$ cat config.mk
export PLATFORM = sky130hd
export DESIGN_NAME = instr_fetch
export DESIGN_NICKNAME = d
export VERILOG_FILES = /design/src/rtl/instr_fetch.sv
export SDC_FILE = /design/constraint.sdc
export NUM_CORES = 1
export LEC_CHECK = 0
export CORE_MARGIN = 2
export CORE_UTILIZATION = 51
export CTS_BUF_LIST = sky130_fd_sc_hd__clkbuf_16
export DETAILED_ROUTE_END_ITERATION = 16
export GPL_ROUTABILITY_DRIVEN = 0
export GPL_TIMING_DRIVEN = 0
export PLACE_DENSITY = 0.93
export SLEW_MARGIN = 15
export SYNTH_ARGS = -nofsm -noshare
export SYNTH_HDL_FRONTEND = slang
export SYNTH_SLANG_ARGS = --single-unit
$ cat constraint.sdc
create_clock -name clk -period 4 [get_ports clk]
set_input_delay 0.8 -clock clk [delete_from_list [all_inputs] [get_ports clk]]
set_output_delay 0.8 -clock clk [all_outputs]
set_load 0.05 [all_outputs]
$ cat src/rtl/instr_fetch.sv
// instr_fetch: program counter plus memory read sequencer feeding the cpu
// execute block through a valid/acknowledge handshake. It accepts branch
// redirects from the cpu and stops fetching once a HLT word is consumed.
module instr_fetch #(
    parameter int unsigned     ADDRW    = 12,
    parameter logic [ADDRW-1:0] RESET_PC = '0,
    parameter logic [3:0]      HLT      = 4'b1000
) (
    input  logic             clk,
    input  logic             reset,
    input  logic             mutexLow,
    output logic [ADDRW-1:0] MemAddr,
    output logic             MemRen,
    input  logic [31:0]      MemDataIn,
    input  logic             MemReady,
    output logic [31:0]      IReg,
    output logic             IValid,
    input  logic             IAck,
    input  logic             BraTaken,
    input  logic [ADDRW-1:0] BraTarget,
    output logic             Halted
);

    localparam int unsigned DATAW = 32;

    typedef enum logic [1:0] {
        S_FETCH  = 2'd0,
        S_WAIT   = 2'd1,
        S_HOLD   = 2'd2,
        S_HALTED = 2'd3
    } state_e;

    state_e             state_q, state_d;
    logic [ADDRW-1:0]   pc_q, pc_d;
    logic [ADDRW-1:0]   addr_q, addr_d;
    logic               ren_q, ren_d;
    logic [DATAW-1:0]   ireg_q, ireg_d;
    logic               ivalid_q, ivalid_d;
    logic               halted_q, halted_d;
    logic               pend_q, pend_d;
    logic [ADDRW-1:0]   tgt_q, tgt_d;

    assign MemAddr = addr_q;
    assign MemRen  = ren_q;
    assign IReg    = ireg_q;
    assign IValid  = ivalid_q;
    assign Halted  = halted_q;

    // Next-state and registered-output logic for the fetch sequencer.
    always_comb begin
        state_d  = state_q;
        pc_d     = pc_q;
        addr_d   = addr_q;
        ren_d    = ren_q;
        ireg_d   = ireg_q;
        ivalid_d = ivalid_q;
        halted_d = halted_q;
        pend_d   = pend_q;
        tgt_d    = tgt_q;

        case (state_q)
            S_FETCH: begin
                ren_d = 1'b0;
                if (BraTaken) begin
                    pc_d = BraTarget;
                end else if (mutexLow) begin
                    ren_d   = 1'b1;
                    addr_d  = pc_q;
                    state_d = S_WAIT;
                end
            end
            S_WAIT: begin
                if (MemReady) begin
                    ren_d   = 1'b0;
                    pend_d  = 1'b0;
                    state_d = S_FETCH;
                    if (BraTaken) begin
                        pc_d = BraTarget;
                    end else if (pend_q) begin
                        pc_d = tgt_q;
                    end else begin
                        ireg_d   = MemDataIn;
                        ivalid_d = 1'b1;
                        pc_d     = pc_q + ADDRW'(1);
                        state_d  = S_HOLD;
                    end
                end else if (BraTaken) begin
                    // Read cannot be cancelled; remember where to go once it lands.
                    pend_d = 1'b1;
                    tgt_d  = BraTarget;
                end
            end
            S_HOLD: begin
                if (BraTaken) begin
                    ivalid_d = 1'b0;
                    pc_d     = BraTarget;
                    state_d  = S_FETCH;
                end else if (IAck) begin
                    ivalid_d = 1'b0;
                    if (ireg_q[DATAW-1 -: 4] == HLT) begin
                        halted_d = 1'b1;
                        state_d  = S_HALTED;
                    end else begin
                        state_d = S_FETCH;
                    end
                end
            end
            S_HALTED: begin
                ren_d    = 1'b0;
                ivalid_d = 1'b0;
                halted_d = 1'b1;
            end
            default: begin
                state_d = S_FETCH;
            end
        endcase
    end

    // State and output registers with synchronous reset.
    always_ff @(posedge clk) begin
        if (reset) begin
            state_q  <= S_FETCH;
            pc_q     <= RESET_PC;
            addr_q   <= '0;
            ren_q    <= 1'b0;
            ireg_q   <= '0;
            ivalid_q <= 1'b0;
            halted_q <= 1'b0;
            pend_q   <= 1'b0;
            tgt_q    <= '0;
        end else begin
            state_q  <= state_d;
            pc_q     <= pc_d;
            addr_q   <= addr_d;
            ren_q    <= ren_d;
            ireg_q   <= ireg_d;
            ivalid_q <= ivalid_d;
            halted_q <= halted_d;
            pend_q   <= pend_d;
            tgt_q    <= tgt_d;
        end
    end

endmodule

==> results.toml, run 1 <==
[yosys]
synthCells = 404
yosys-top-cells-count = "100 x nand2_1, 74 x dfxtp_1, 54 x a21oi_1"
synth_area_leaders = "dfxtp_1 46%, nand2_1 12%, a21oi_1 8.3%"
synth.most_common_cell = "nand2_1"
synth_top_area_cell = "dfxtp_1"
netlist.area_leader.share = 0.4552
syn_area_mm2 = 0.003254
synth_enable_flop_cells = 0
synthArstFlopShare = 0
ys_ff_latch = 74
ys.warnings.count = 0
yosysUniqueCellTypes = 48
syn_nets = 461
synthFlopType = "dfxtp_1"
synth.avg_cell_area_um2 = 8.055
ys_seq_area_frac = 0.4552

[sta]
finalHoldViolCount = 0
slew_violations = 0
hold_ws_ps = 451.2
finalSetupViolCount = 0
min_period_ps = 2508
worstMarginPinSlew_ps = 660.5
finalSetupTns_ps = 0
maxSlewHeadroom = 0.5573
clock.fmax_mhz = 398.8
rsz0062_at_grt = "false"
finalCritPeriodShare = 0.6269
skew_ps = 5.468

[floorplan]
ios = 97
die_area_mm2 = 0.007036
rows = 29
die_w_um = 83.88
die_y_um = 83.88
fp.coreArea_mm2 = 0.006277
initial_core_util = 0.5184

[place]
placement.io_buffers = 96
place_hpwl_um = 6621

[pwr]
p_sw_w = 0.0006091
p_seq_frac = 0.395
powerDensity_mw_per_mm2 = 456.0
p_int_w = 0.001501
combPwrFrac = 0.197
switching_share = 0.2886
ir_drop_v = 0.0002900
power_leakage_nw = 1.629
power.share.clock = 0.408

[setup_path]
crit_type = "primary input to flip-flop"
cp_max_fo = 10
endpoint_kind = "flip-flop"
max_stage_delay_ps = 550
path_cells = "clkdlybuf4s50_1 > buf_6 > nor3_2 > o311ai_0 > a311oi_1"
r2r-start = "state_q[0]"
cp-start-kind = "primary input"
crit_slowest_cell = "nor3_2"
cp.arrival_ps = 2720
worstSetupStartpoint = "BraTaken"
cp.required_ps = 4220

[grt]
grt_pass1_vias = 3188
grt.total_usage = 0.2627
grt_start_max_net_pins = 14
grt_antenna_before_repair = 0
grt_pass1_wl_um = 14630
overflow = 0

[finish]
antenna_cells = 0
drive_above_1_share = 0.05814
fin_nets = 568
layout-area-overhead-vs-synth_pct = 42.21
fillers = 448

[hold_path]
hold_class = "flip-flop to flip-flop"
min_from = "IReg[19]"

[clock_tree]
cts-root-buf = "clkbuf_16"
numCtsBuffers = 9
postCtsResizedCells = 0
cts_setup_buffers = 0
clk_pin_slew_worst_paths_ps = 60
cts_hold_buf = 0
cts_sinks = 74
clockBufferDepth = 2
htree_levels = 3
cts_tree = "yes"
clk_latency_ps = 330

[routing]
post-route-drc-count = 0
viasPerCell = 5.610
vias = 3327
dr.first_iter.drc_count = 229
routed_wl_um = 9031
ant_nets = 0
wl_per_cell_um = 15.23
drt-pass1-iter-count = 5

[run_status]
status = "finished, final reports clean"

[job]
maxCapViolCount = 0
worst paths after layout:
kind	endpoint	slack (ps)	depth (start not counted)
setup reg to reg	pc_q[10]	1790	5
setup / recovery	pc_q[10]	1490	5
hold reg to reg	IReg[19]	450	2
hold / removal	IReg[19]	450	2
per-stage QoR:
step                worst slack, ps  power, W  std cells  area (µm²)  utilization
floorplan                      2123  0.001103        404        3254            -
global placement               1335  0.001240        577        4312       0.6869
detailed placement             1274  0.001257        577        4312       0.6869
CTS                            1557  0.002109        593        4628       0.7373
global route                   1377  0.002190        593        4628       0.7373
finish                         1492  0.002110        593        4628       0.7373
registers in the layout, indices dropped and copies added (netlist names):
| name | count |
|---|---|
| IReg | 32 |
| MemRen | 1 |
| pend_q | 1 |
| MemAddr | 12 |
| pc_q | 12 |
| Halted | 1 |
| IValid | 1 |
| state_q | 2 |
| tgt_q | 12 |
area by class of cell:
class	count	area (µm²)	area share
multi-input combinational	296	1620	0.3501
sequential	74	1481	0.3201
clock inverter	7	91.34	0.01974
buffer	26	122.6	0.02649
clock buffer	9	225.2	0.04866
timing repair buffer	96	960.9	0.2076
tap	77	96.34	0.02082
inverter	8	30.03	0.006488
placed cells by master (no fill, tap or decap), types with 3 or more instances in the layout:
cell type,Yosys,routed
buf_2,7,7
inv_1,8,8
or3_1,4,4
nor4_1,4,4
o21ai_0,8,8
dfxtp_1,74,74
mux2i_1,13,13
ha_1,7,7
nor3_1,7,7
a21oi_1,54,54
a211oi_1,8,8
nand3_1,7,7
nand2b_1,7,7
xnor2_1,4,4
o31a_1,3,3
clkdlybuf4s50_1,0,96
clkbuf_16,0,9
nand2_1,100,100
clkbuf_1,16,16
nor2_1,31,31
cell families (layout without fill, tap and decap cells):
| group | count (synthesis) | after routing | synth area share |
|---|---|---|---|
| simple gates | 176 | 176 | 0.2384 |
| compound gates | 96 | 96 | 0.1819 |
| flops | 74 | 74 | 0.4552 |
| buf+inv | 34 | 146 | 0.04690 |
| mux | 13 | 13 | 0.03998 |
| fa+ha+maj | 7 | 7 | 0.02691 |
| xor+xnor | 4 | 4 | 0.01076 |
critical path, delay by kind of cell:
kind                   cells  cell delay, ps
buffers and inverters      2             700
and+or+nand+nor            1             550
AOI/OAI and AO/OA          2             680
per-layer routing:
metal	vias to the layer above	global-route usage	wire length (µm)
li1	1613	-	-
met1	1501	0.2898	3441
met2	183	0.4429	4365
met3	30	0.08408	918
met4	0	0.1510	306
met5	-	0	0
power groups by stage:
stage / Sequential [W] / Combinational [W] / Clock [W]
6_report: 0.000833 / 0.000415 / 0.000862
5_1_grt: 0.000840 / 0.000449 / 0.000901
4_1_cts: 0.000832 / 0.000413 / 0.000864
3_5_place_dp: 0.000848 / 0.000409 / 0
3_3_place_gp: 0.000844 / 0.000396 / 0
2_1_floorplan: 0.000902 / 0.000200 / 0
No activity file was read; power rests on OpenSTA's default activity.
==> run 2, diff against run 1 <==
CORE_UTILIZATION = 47   (was 51)
PLACE_DENSITY = 0.87   (was 0.93)
clock period = 2.5 ns   (was 4 ns; I/O delays follow)
==> run 2 against run 1 <==
  * First-iteration DRC count shrank 1.7%
  * Non-clock buffer count did not move
  * Clock skew decreased by 1.3 ps
  * Global-route usage shrank 1.6 points
  * Setup slack worse by 1200 ps
  * Die area grew 8.1%
  * Final area rose by 0.11%
  * Total power rose by 60%
  * Cell count up 0.51%
  * Critical path type is now flip-flop to flip-flop
  * Largest power group unchanged
==> results.toml, run 2 (synthesis gave the netlist of run 1 again) <==
[pwr]
ir_drop_v = 0.0004147
switching_share = 0.2863
powerDensity_mw_per_mm2 = 726.7
power_leakage_nw = 1.632
p_int_w = 0.002403
p_seq_frac = 0.396
p_sw_w = 0.0009640
power.share.clock = 0.407
combPwrFrac = 0.197

[job]
maxCapViolCount = 0

[clock_tree]
clockBufferDepth = 2
cts_setup_buffers = 0
clk_pin_slew_worst_paths_ps = 60
cts-root-buf = "clkbuf_16"
numCtsBuffers = 9
cts_hold_buf = 0
cts_tree = "yes"
postCtsResizedCells = 0
clk_latency_ps = 330
cts_sinks = 74
htree_levels = 3

[grt]
met1_usage = 0.2809
grt_pass1_wl_um = 14590
grt_start_max_net_pins = 14
gr-usage-met2 = 0.4198
grt_pass1_vias = 3209
overflow = 0
grt.total_usage = 0.2466
grt_use_met3 = 0.07299
grt.busiest_layer = "met2"
grt_antenna_before_repair = 0

[floorplan]
die_w_um = 87.21
die_area_mm2 = 0.007606
rows = 30
initial_core_util = 0.4817
die_y_um = 87.21
ios = 97
fp.coreArea_mm2 = 0.006756

[setup_path]
cp-start-kind = "flip-flop"
crit_type = "flip-flop to flip-flop"
crit_slowest_cell = "a2111oi_2"
endpoint_kind = "flip-flop"
reg2reg_depth = 7
cp.arrival_ps = 2370
max_stage_delay_ps = 540
cp_max_fo = 10
cp.required_ps = 2690
path_cells = "inv_1 > ha_1 > clkbuf_1 > nor2b_1 > a2111oi_2 > nor3b_1 > nor3_1"

[routing]
vias = 3286
drt-pass1-iter-count = 5
dr.first_iter.drc_count = 225
ant_nets = 0
routed_wl_um = 9020
wl_per_cell_um = 15.13
post-route-drc-count = 0
viasPerCell = 5.513

[finish]
largest_register_ffs = 32
antenna_cells = 0
mostFrequentLayoutCell = "nand2_1"
fin_nets = 568
regArea_mm2 = 0.001481
multi_input_area_mm2 = 0.001620
finalNonFillerCells = 596
drive_above_1_share = 0.06008
layout_common_cells = "100 x nand2_1, 96 x clkdlybuf4s50_1, 74 x dfxtp_1"
fillers = 554
layout-area-overhead-vs-synth_pct = 42.37

[hold_path]
min_path_cells = 2
hold_class = "flip-flop to flip-flop"

[run_status]
status = "finished, final reports clean"

[place]
place_hpwl_um = 6570
placement.io_buffers = 96
dp_cells = 580

[sta]
worstMarginPinSlew_ps = 668.7
slew_violations = 0
finalCritPeriodShare = 0.8745
rsz0062_at_grt = "false"
skew_ps = 4.120
finalSetupTns_ps = 0
finalSetupViolCount = 0
clock.fmax_mhz = 457.4
finalHoldViolCount = 0
maxSlewHeadroom = 0.5518
min_period_ps = 2186
## run 2: changes by cell type in the layout (fill, tap and decap cells not counted)
cell	before	now
clkinv_1	2	1
clkinv_2	0	1
## run 2: per-layer routing
metal	wire (µm)	up-vias
li1	-	1604
met1	3582	1508
met2	4409	155
met3	831	19
met4	197	0
met5	0	-
## run 2: final timing paths
path / startpoint / end / slack, ps
setup / recovery: state_q[1] / state_q[0] / 310
setup reg to reg: state_q[1] / state_q[0] / 310
hold reg to reg: IReg[14] / IReg[14] / 450
hold / removal: IReg[14] / IReg[14] / 450
## run 2: through the flow
stage / hold slack (ps) / instance area [µm²] / power (W) / utilization / setup slack, ps
3_5_place_dp: 445.4 / 4315 / 0.002011 / 0.6387 / 96.42
2_1_floorplan: 431.1 / 3254 / 0.001764 / - / 656.8
5_1_grt: 469.9 / 4633 / 0.003496 / 0.6857 / 160.3
4_1_cts: 453.0 / 4633 / 0.003376 / 0.6857 / 372.1
3_3_place_gp: 436.3 / 4315 / 0.001988 / 0.6387 / 125.0
6_report: 452.8 / 4633 / 0.003367 / 0.6857 / 313.6
## run 2: cell type report
type / count / area share
timing repair buffer: 96 / 0.2074
tap: 80 / 0.02160
clock inverter: 7 / 0.01998
clock buffer: 9 / 0.04861
buffer: 26 / 0.02647
inverter: 8 / 0.006481
sequential: 74 / 0.3197
multi-input combinational: 296 / 0.3497
## run 2: critical path, delay by kind of cell, from the launching register on
kind	cells	cell delay [ps]
buffers and inverters	2	300
adder cells (fa/ha/maj)	1	210
AO/OA/AOI/OAI	1	540
AND/OR/NAND/NOR	3	570
flip-flops	1	410
## run 2: power by group through the flow
stage | combinational [W] | sequential, W | clock [W]
floorplan | 0.000321 | 0.00144 | 0
global placement | 0.000635 | 0.00135 | 0
detailed placement | 0.000653 | 0.00136 | 0
CTS | 0.000659 | 0.00133 | 0.00138
global route | 0.000717 | 0.00134 | 0.00144
finish | 0.000664 | 0.00133 | 0.00137
==> run 3, diff against run 2 <==
ABC_CLOCK_PERIOD_IN_PS = 2500   (was not set)
==> results of run 3 <==
Final layout, timing and power as in run 2 (identical DEF).
